## src/rtl/mem_dbus_stage_pkg.sv

```systemverilog
// ============================================================================
// mem_dbus_stage_pkg : shared op codes, exception codes, bus sizes, FSM states
// Revision: 1.0
// ============================================================================
`default_nettype none

package mem_dbus_stage_pkg;

    localparam logic [7:0] OP_LB  = 8'h90;
    localparam logic [7:0] OP_LBU = 8'h91;
    localparam logic [7:0] OP_LH  = 8'h92;
    localparam logic [7:0] OP_LHU = 8'h93;
    localparam logic [7:0] OP_LW  = 8'h94;
    localparam logic [7:0] OP_SB  = 8'h98;
    localparam logic [7:0] OP_SH  = 8'h99;
    localparam logic [7:0] OP_SW  = 8'h9A;

    localparam logic [4:0] EXC_NONE = 5'h10;
    localparam logic [4:0] EXC_ADEL = 5'h04;
    localparam logic [4:0] EXC_ADES = 5'h05;

    localparam logic [1:0] SIZE_BYTE = 2'd0;
    localparam logic [1:0] SIZE_HALF = 2'd1;
    localparam logic [1:0] SIZE_WORD = 2'd2;

    typedef enum logic [2:0] {
        ST_IDLE  = 3'd0,
        ST_REQ   = 3'd1,
        ST_WAIT  = 3'd2,
        ST_DONE  = 3'd3,
        ST_DRAIN = 3'd4
    } state_t;

    function automatic logic is_load(input logic [7:0] op);
        return (op == OP_LB) || (op == OP_LBU) || (op == OP_LH) ||
               (op == OP_LHU) || (op == OP_LW);
    endfunction

    function automatic logic is_store(input logic [7:0] op);
        return (op == OP_SB) || (op == OP_SH) || (op == OP_SW);
    endfunction

    function automatic logic [1:0] op_size(input logic [7:0] op);
        case (op)
            OP_LH, OP_LHU, OP_SH: return SIZE_HALF;
            OP_LW, OP_SW:         return SIZE_WORD;
            default:              return SIZE_BYTE;
        endcase
    endfunction

    function automatic logic misaligned(input logic [1:0] size, input logic [1:0] lo);
        return ((size == SIZE_HALF) && lo[0]) || ((size == SIZE_WORD) && (lo != 2'b00));
    endfunction

endpackage

`default_nettype wire

```

## src/rtl/mem_load_ext.sv

```systemverilog
// ============================================================================
// mem_load_ext : byte/half lane select and sign/zero extension of load data
// Revision: 1.0
// ============================================================================
`default_nettype none

module mem_load_ext
    import mem_dbus_stage_pkg::*;
(
    input  logic [7:0]  op,
    input  logic [1:0]  addr_lo,
    input  logic [31:0] rdata,
    output logic [31:0] dout
);

    logic [7:0]  w_byte;
    logic [15:0] w_half;

    // Little-endian lanes: byte address selects the lane within the word
    assign w_byte = rdata[{addr_lo, 3'b000} +: 8];
    assign w_half = addr_lo[1] ? rdata[31:16] : rdata[15:0];

    always_comb begin
        dout = rdata;
        case (op)
            OP_LB:   dout = {{24{w_byte[7]}}, w_byte};
            OP_LBU:  dout = {24'd0, w_byte};
            OP_LH:   dout = {{16{w_half[15]}}, w_half};
            OP_LHU:  dout = {16'd0, w_half};
            default: dout = rdata;
        endcase
    end

endmodule

`default_nettype wire

```

## src/rtl/mem_dbus_stage.sv

```systemverilog
// ============================================================================
// mem_dbus_stage : MEM-stage load/store decode, alignment check, data-bus FSM
// Revision: 1.0
// ============================================================================
`default_nettype none

module mem_dbus_stage
    import mem_dbus_stage_pkg::*;
#(
    parameter int ADDR_W = 32,
    parameter int DATA_W = 32
)(
    input  logic              cpu_clk_50M,
    input  logic              cpu_rst_n,
    input  logic [7:0]        mem_aluop,
    input  logic [31:0]       mem_wd,
    input  logic [31:0]       mem_din,
    input  logic              mem_mreg,
    input  logic [4:0]        mem_exccode,
    input  logic              flush,
    input  logic              stall_wb,
    output logic              data_req,
    output logic              data_wr,
    output logic [1:0]        data_size,
    output logic [ADDR_W-1:0] data_addr,
    output logic [DATA_W-1:0] data_wdata,
    input  logic              data_addr_ok,
    input  logic [DATA_W-1:0] data_rdata,
    input  logic              data_data_ok,
    output logic              stall_req_mem,
    output logic [DATA_W-1:0] wb_dout,
    output logic              wb_dvalid,
    output logic [4:0]        wb_exccode
);

    state_t            r_state, w_state_nxt;
    logic [ADDR_W-1:0] r_addr;
    logic [1:0]        r_size;
    logic              r_wr;
    logic [DATA_W-1:0] r_wdata;
    logic [7:0]        r_op;
    logic [DATA_W-1:0] r_buf;

    logic              w_is_load, w_is_store, w_misalign, w_exc_ok, w_issue_ok;
    logic [1:0]        w_size;
    logic [DATA_W-1:0] w_wdata;
    logic [4:0]        w_exc;
    logic [7:0]        w_ext_op;
    logic [1:0]        w_ext_lo;
    logic [DATA_W-1:0] w_ext_dout;
    logic              w_issue, w_capture, w_bus_done;
    logic              w_unused;

    assign w_unused   = mem_mreg;
    assign w_is_load  = is_load(mem_aluop);
    assign w_is_store = is_store(mem_aluop);
    assign w_size     = op_size(mem_aluop);
    assign w_misalign = misaligned(w_size, mem_wd[1:0]);
    assign w_exc_ok   = (mem_exccode == EXC_NONE);
    assign w_issue_ok = (w_is_load || w_is_store) && w_exc_ok && !w_misalign && !flush;

    always_comb begin
        w_wdata = mem_din;
        case (w_size)
            SIZE_BYTE: w_wdata = {4{mem_din[7:0]}};
            SIZE_HALF: w_wdata = {2{mem_din[15:0]}};
            default:   w_wdata = mem_din;
        endcase
    end

    always_comb begin
        w_exc = mem_exccode;
        if (w_exc_ok && w_misalign && w_is_load)
            w_exc = EXC_ADEL;
        else if (w_exc_ok && w_misalign && w_is_store)
            w_exc = EXC_ADES;
    end

    // In the issuing cycle the registers are not loaded yet, so extend from the live fields
    assign w_ext_op = (r_state == ST_IDLE) ? mem_aluop   : r_op;
    assign w_ext_lo = (r_state == ST_IDLE) ? mem_wd[1:0] : r_addr[1:0];

    mem_load_ext u_load_ext (
        .op      (w_ext_op),
        .addr_lo (w_ext_lo),
        .rdata   (data_rdata),
        .dout    (w_ext_dout)
    );

    always_comb begin
        w_state_nxt   = r_state;
        data_req      = 1'b0;
        data_wr       = 1'b0;
        data_size     = SIZE_BYTE;
        data_addr     = '0;
        data_wdata    = '0;
        stall_req_mem = 1'b0;
        wb_dvalid     = 1'b0;
        wb_dout       = '0;
        wb_exccode    = w_exc;
        w_issue       = 1'b0;
        w_capture     = 1'b0;
        w_bus_done    = 1'b0;

        case (r_state)
            ST_IDLE: begin
                if (w_issue_ok) begin
                    data_req      = 1'b1;
                    data_wr       = w_is_store;
                    data_size     = w_size;
                    data_addr     = mem_wd[ADDR_W-1:0];
                    data_wdata    = w_wdata;
                    stall_req_mem = 1'b1;
                    w_issue       = 1'b1;
                    if (data_addr_ok) begin
                        if (data_data_ok) w_bus_done  = 1'b1;
                        else              w_state_nxt = ST_WAIT;
                    end else begin
                        w_state_nxt = ST_REQ;
                    end
                end
            end
            ST_REQ: begin
                data_req      = 1'b1;
                data_wr       = r_wr;
                data_size     = r_size;
                data_addr     = r_addr;
                data_wdata    = r_wdata;
                stall_req_mem = 1'b1;
                if (data_addr_ok) begin
                    if (data_data_ok) w_bus_done  = 1'b1;
                    else if (flush)   w_state_nxt = ST_DRAIN;
                    else              w_state_nxt = ST_WAIT;
                end else if (flush) begin
                    w_state_nxt = ST_IDLE;
                end
            end
            ST_WAIT: begin
                stall_req_mem = 1'b1;
                if (data_data_ok) w_bus_done  = 1'b1;
                else if (flush)   w_state_nxt = ST_DRAIN;
            end
            ST_DONE: begin
                wb_dvalid = 1'b1;
                wb_dout   = r_buf;
                if (!stall_wb) w_state_nxt = ST_IDLE;
            end
            ST_DRAIN: begin
                stall_req_mem = 1'b1;
                if (data_data_ok) w_state_nxt = ST_IDLE;
            end
            default: w_state_nxt = ST_IDLE;
        endcase

        // Completion; a flush in the same cycle discards the returned data
        if (w_bus_done) begin
            stall_req_mem = 1'b0;
            w_state_nxt   = ST_IDLE;
            if (!flush && is_load(w_ext_op)) begin
                if (stall_wb) begin
                    w_capture   = 1'b1;
                    w_state_nxt = ST_DONE;
                end else begin
                    wb_dvalid = 1'b1;
                    wb_dout   = w_ext_dout;
                end
            end
        end

        if (cpu_rst_n) begin
            data_req      = 1'b0;
            data_wr       = 1'b0;
            data_size     = SIZE_BYTE;
            data_addr     = '0;
            data_wdata    = '0;
            stall_req_mem = 1'b0;
            wb_dvalid     = 1'b0;
            wb_dout       = '0;
            wb_exccode    = EXC_NONE;
            w_issue       = 1'b0;
            w_capture     = 1'b0;
        end
    end

    always_ff @(posedge cpu_clk_50M or posedge cpu_rst_n) begin
        if (cpu_rst_n) begin
            r_state <= ST_IDLE;
            r_addr  <= '0;
            r_size  <= SIZE_BYTE;
            r_wr    <= 1'b0;
            r_wdata <= '0;
            r_op    <= '0;
            r_buf   <= '0;
        end else begin
            r_state <= w_state_nxt;
            if (w_issue) begin
                r_addr  <= mem_wd[ADDR_W-1:0];
                r_size  <= w_size;
                r_wr    <= w_is_store;
                r_wdata <= w_wdata;
                r_op    <= mem_aluop;
            end
            if (w_capture)
                r_buf <= w_ext_dout;
        end
    end

endmodule

`default_nettype wire

```

## config.mk

```make
export PLATFORM = sky130hd
export DESIGN_NAME = mem_dbus_stage
export DESIGN_NICKNAME = d
export VERILOG_FILES = /design/src/rtl/mem_dbus_stage_pkg.sv /design/src/rtl/mem_load_ext.sv /design/src/rtl/mem_dbus_stage.sv
export SDC_FILE = /design/constraint.sdc
export NUM_CORES = 1
export LEC_CHECK = 0
export ABC_AREA = 1
export BUFFER_PORTS_ARGS = -buffer_cell sky130_fd_sc_hd__buf_2
export CAP_MARGIN = 10
export CORE_AREA = 2 2 139 141
export DETAILED_ROUTE_END_ITERATION = 10
export DIE_AREA = 0 0 141 143
export HOLD_SLACK_MARGIN = 0.03
export PLACE_DENSITY = 0.74
export SLEW_MARGIN = 20
export SYNTH_ARGS = -nofsm -noshare
export SYNTH_HDL_FRONTEND = slang
export SYNTH_SLANG_ARGS = --single-unit
export TNS_END_PERCENT = 50
```

## constraint.sdc

```tcl
create_clock -name cpu_clk_50M -period 8.6 [get_ports cpu_clk_50M]
set_clock_uncertainty 0.15 [all_clocks]
set_input_delay 0.86 -clock cpu_clk_50M [delete_from_list [all_inputs] [get_ports cpu_clk_50M]]
set_output_delay 0.86 -clock cpu_clk_50M [all_outputs]
set_load 0.05 [all_outputs]
```

=== Word-level counts from Yosys, hierarchy flattened ===
Cells that the tools add are included.

* Output and inout bits: 107
* Bits of input ports: 116
* Register bits: 110

* Shifts and indexed selects: 1
* Equality and inequality tests: 28
* Mux-type cells: 62
* Reduce and logical (&&, ||, !) cells: 30

{| class="wikitable"
|+ Operator list
! kind !! count
|-
| 2-to-1 mux 32 bit || 9
|-
| case mux 32 bit (2 select lines) || 3
|-
| case mux 32 bit (4 select lines) || 1
|-
| equality test 8 bit (second input constant) || 13
|-
| 2-to-1 mux 3 bit || 12
|-
| variable part select 32 x 6 -> 8 bit || 1
|-
| 2-to-1 mux 1 bit || 20
|-
| 2-to-1 mux 16 bit || 1
|-
| 2-to-1 mux 5 bit || 3
|-
| != test 3 bit (second input constant) || 5
|-
| case mux 3 bit (5 select lines) || 1
|-
| logical OR 1 bit || 12
|-
| != test 4 bit (second input constant) || 3
|-
| 2-to-1 mux 2 bit || 5
|-
| logical AND 1 bit || 9
|-
| 2-to-1 mux 8 bit || 1
|-
| case mux 2 bit (2 select lines) || 2
|-
| AND reduction 8 bit || 1
|-
| equality test 3 x 2 -> 1 bit (second input constant) || 2
|-
| case mux 1 bit (2 select lines) || 3
|-
| OR reduction 3 bit || 2
|-
| equality test 5 bit (second input constant) || 1
|-
| equality test 3 x 1 -> 1 bit (second input constant) || 1
|-
| equality test 3 bit (second input constant) || 1
|-
| 8 further kinds || 9
|}

=== Logic depth before layout (Yosys ltp) ===
* Depth in word-level cells: 13
* Mapped depth: 16
* Depth with buffers taken out: 14

=== By module ===
A second synthesis with hierarchy kept.

* Cell total of the unflattened synthesis: 1281
* Area, all modules: 7772.5 um^2

{| class="wikitable"
|+ Modules (own cells, without submodules)
! module !! times used !! area an instance (um^2) !! cells each !! sequential area each (um^2)
|-
| mem_dbus_stage || 1 || 6756.5 || 1070 || 2752.6
|-
| mem_load_ext || 1 || 1016.0 || 211 || 0.0
|}

=== Least setup slack after synthesis ===
Ideal clock, no wire load.

* Path kind: input -> output
* From: in cpu_rst_n
* To: out wb_exccode[4]
* Buffers on the path: 1
* Path slack: 1868 ps
* Data arrival time: 5722 ps
* Cell stages on the path: 3
* Cells stage by stage: inv_2 > buf_1 > nand2_1

* Longest elaborated chain between the ends: 1

{| class="wikitable"
|+ RTL lines
! item !! RTL line !! RTL
|-
| start: declaration || mem_dbus_stage.sv:14 || <nowiki>input logic cpu_rst_n,</nowiki>
|-
| 2-to-1 mux 5 bit || mem_dbus_stage.sv:170 || <nowiki>if (cpu_rst_n) begin</nowiki>
|-
| end: declaration || mem_dbus_stage.sv:33 || <nowiki>output logic [4:0] wb_exccode</nowiki>
|}

Every way passes these cells.

=== Worst setup path in the final report ===
* From: in mem_exccode[1]
* To: out data_addr[30]

* Longest elaborated chain between the ends: 7

{| class="wikitable"
|+ RTL lines
! item !! RTL line !! RTL
|-
| start: declaration || mem_dbus_stage.sv:19 || <nowiki>input logic [4:0] mem_exccode,</nowiki>
|-
| equality test 5 bit || mem_dbus_stage.sv:59 || <nowiki>assign w_exc_ok = (mem_exccode == EXC_NONE);</nowiki>
|-
| logical AND 1 bit (3 in a row) || mem_dbus_stage.sv:60 || <nowiki>assign w_issue_ok = (w_is_load || w_is_store) && w_exc_ok && !w_misalign && !flush;</nowiki>
|-
| 2-to-1 mux 32 bit || mem_dbus_stage.sv:107 || <nowiki>if (w_issue_ok) begin</nowiki>
|-
| case mux 32 bit (2 select lines) || mem_dbus_stage.sv:105 || <nowiki>case (r_state)</nowiki>
|-
| 2-to-1 mux 32 bit || mem_dbus_stage.sv:170 ||
|-
| end: declaration || mem_dbus_stage.sv:25 || <nowiki>output logic [ADDR_W-1:0] data_addr,</nowiki>
|}

Every way passes these cells.

==> results by group <==
Die
  – Starting utilization of the core area: 0.396
  – Die width: between 100 and 150 um
  – Number of placed I/O pins: ~220
  – Die Height: 143 um
  – Die outline area: between 20000 and 25000 um^2
  – Area inside the core boundary: approximately 19000 um^2
  – Number of placement rows: 50

Drt
  – Routed metal-1 wire length: approximately 10 mm
  – Max layer used: met5
  – Length of routed met2 wiring: approximately 10 mm
  – Drt via density: approximately 5
  – Post-route ant nets: 0
  – Number of DRC markers in iteration 0: a little under 700
  – Wire length per cell after detailed routing: around 14 um
  – Overall routed net length: around 23 mm
  – Remaining DRCs: 0
  – DRT Pass-1 Iters: 5
  – WL met3: about 2 mm
  – Via count: ~8000

Power
  – PD cells: 169 nW/um^2
  – Cell leakage power: a little under 5 nW
  – Sum of internal, switching and leakage power: between 0.001 and 0.0015 W
  – Largest voltage drop on the vdd net: between 100 and 150 uV

Clock network
  – CTS-repair resized insts: 0
  – Inserted Clock Buffers: 9
  – Buffers inserted by post-CTS timing repair: 0
  – Number of sinks handled by clock tree synthesis: 110
  – Count of hold-fix buffers inserted at cts: 0
  – TritonCTS clock tree: built
  – H-tree depth: 3
  – Register clock-pin slew on the reported worst setup and hold paths: approximately 0.080 ns
  – Root Buffer: clkbuf_16
  – Clock latency of the later-clocked register in the worst-skew pair: between 0.3 and 0.4 ns
  – Buffer depth of the longest clock path: 2

Timing
  – RSZ-0062 raised after global routing: false
  – Final hold violation count: 0
  – Final setup violation count: 0
  – Number of max-slew violations in the final report: 0
  – Headroom to the max-slew limit: 0.285
  – Setup TNS after final layout: 0 ns
  – Period Utilization, post-route: 0.561
  – Min Clock Period, post-route: 4.82 ns
  – Max Freq: roughly 0.21 GHz
  – Slew @ Worst Pin: ~1.1 ns

Yosys
  – Number of library cell types mapped by synthesis: 35
  – Yosys warns: 0
  – Area of the mapped netlist: around 7400 um^2
  – Number of enable-type register cells in the synthesized netlist: 0
  – Sequential cell area fraction in the yosys report: 0.374
  – Synthesized Nets: approximately 1300
  – Proportion of register bits with asynchronous set or reset after synthesis: 1.00
  – Gate Count Post-Synth: 1174
  – Top FF cell, synth: dfrtp_1
  – Seq cells post-synth: 110
  – Mean post-synth cell area: 6.27 um^2

GRT
  – First-pass GRT wire length: ~36 mm
  – Via count of the first global-routing pass: ~7000
  – Pin count of the biggest net entering global routing: 91
  – GR Overflow Total: 0
  – Total global routing track utilization: 0.224
  – Initial antenna violation count: 2

Setup path
  – Slack of the worst reg-to-reg path: 5.51 ns
  – Crit path DAT: about 3.8 ns
  – Setup crit start kind: input port
  – Nature of the critical path endpoint: output pin
  – Type of the worst setup path: input port to output pin
  – Worst Path Max Fanout: 59
  – Crit path required time: 7.59 ns

Min path
  – Hold/Removal Path Class: register to register

Final layout
  – Final core utilization: 0.476
  – Post-synthesis to final-layout area growth: 20.2%
  – Fraction of final layout cells with drive strength greater than 1: 0.217
  – Nets: between 1000 and 1500

Run
  – Max-cap check violation count: 0

Outcome
  – Outcome: finished, final reports clean

Place
  – Global placer's final weighted congestion: between 0.9 and 1
  – Count of port buffers added during placement: about 220
  – Post-DP HPWL: 15.5 mm
power breakdown:
part           switching, W  total, W  internal (W)
logic              0.000385  0.000512      0.000127
clock network      0.000226  0.000435      0.000209
registers         0.0000128  0.000543      0.000530
total              0.000624   0.00149      0.000866
per-stage QoR:
stage | worst slack [ns] | area (um^2) | hold WS, ns | std cells
2_1_floorplan | 1.87 | 7360 | 0.287 | 1174
3_3_place_gp | 3.71 | 8530 | 0.300 | 1569
3_5_place_dp | 3.71 | 8530 | 0.308 | 1569
4_1_cts | 3.68 | 8840 | 0.328 | 1585
5_1_grt | 3.52 | 8840 | 0.343 | 1585
6_report | 3.78 | 8840 | 0.325 | 1586
path summary, 6_finish.rpt:
kind                       depth (start not counted)       endpoint           start
min in group asynchronous                          2       r_buf[6]       cpu_rst_n
hold reg to reg                                    2        r_op[5]         r_op[5]
max in group asynchronous                          3     r_wdata[6]       cpu_rst_n
hold / removal                                     2        r_op[5]         r_op[5]
setup / recovery                                  10  data_addr[30]  mem_exccode[1]
setup reg to reg                                   9     r_wdata[6]      r_state[1]
area by class of cell:
cell class / count / area, um^2
tap: 234 / 293
antenna: 1 / 2.50
clock buffer: 9 / 225
sequential: 110 / 2750
inverter: 73 / 279
multi-input combinational: 920 / 4010
timing repair buffer: 232 / 1190
fill: 1908 / 9740
clock inverter: 7 / 83.8
cell families after synthesis:
family	after synthesis	share of synthesized area
AO/OA/AOI/OAI	192	0.142
AND/OR/NAND/NOR	728	0.402
flip-flops	110	0.374
buffers and inverters	144	0.0822
per-layer routing:
layer | up-vias | track usage
met3 | 21 | 0.0409
met1 | 3625 | 0.310
met5 | - | 0
met4 | 2 | 0.0684
met2 | 350 | 0.358
li1 | 4052 | -
Yosys cell counts, drive strengths merged (3+ instances only):
library cell    n  area (um^2)
nor2           57          234
a22oi           3         22.5
o22ai           3         18.8
buf            31          176
nand2         571         2170
nand3          72          370
o211ai         13         97.6
a21oi          70          350
dfrtp         110         2750
o21ai          88          444
a21boi         14          105
clkbuf         40          151
inv            72          273
nor3            5         35.0
or2            20          125
cells in the final DEF (no fill, tap or decap), types with 3 or more instances in the layout:
cell type	netlist	final
buf_4	3	11
nor2_1	53	52
or2_2	19	19
a22oi_1	3	3
clkinv_8	0	3
clkbuf_16	0	9
a21oi_1	70	70
inv_2	5	5
inv_1	66	66
nand3_1	70	70
o22ai_1	3	3
nand2_1	565	564
o211ai_1	13	13
nor3_2	2	3
nor2_4	2	3
inv_6	0	3
buf_2	21	221
dfrtp_1	110	110
a21boi_0	14	14
o21ai_0	54	54
nand2_2	4	5
o21ai_1	33	33
state kept, by name, summed over array words and instances, names as in the netlist:
signal	cells
r_buf	32
r_addr	32
r_wr	1
r_op	8
r_state	3
r_wdata	32
r_size	2
critical path, stage by stage:
cell and delay, ns:
buf_2 0.11, nor4_1 0.52, buf_4 0.23, nand3_1 0.07, nor2_1 0.14, nand2_1 0.31
inv_2 0.86, nand2_1 0.10, a21oi_1 0.24, buf_2 0.31
(Power assumes the default switching activity.)
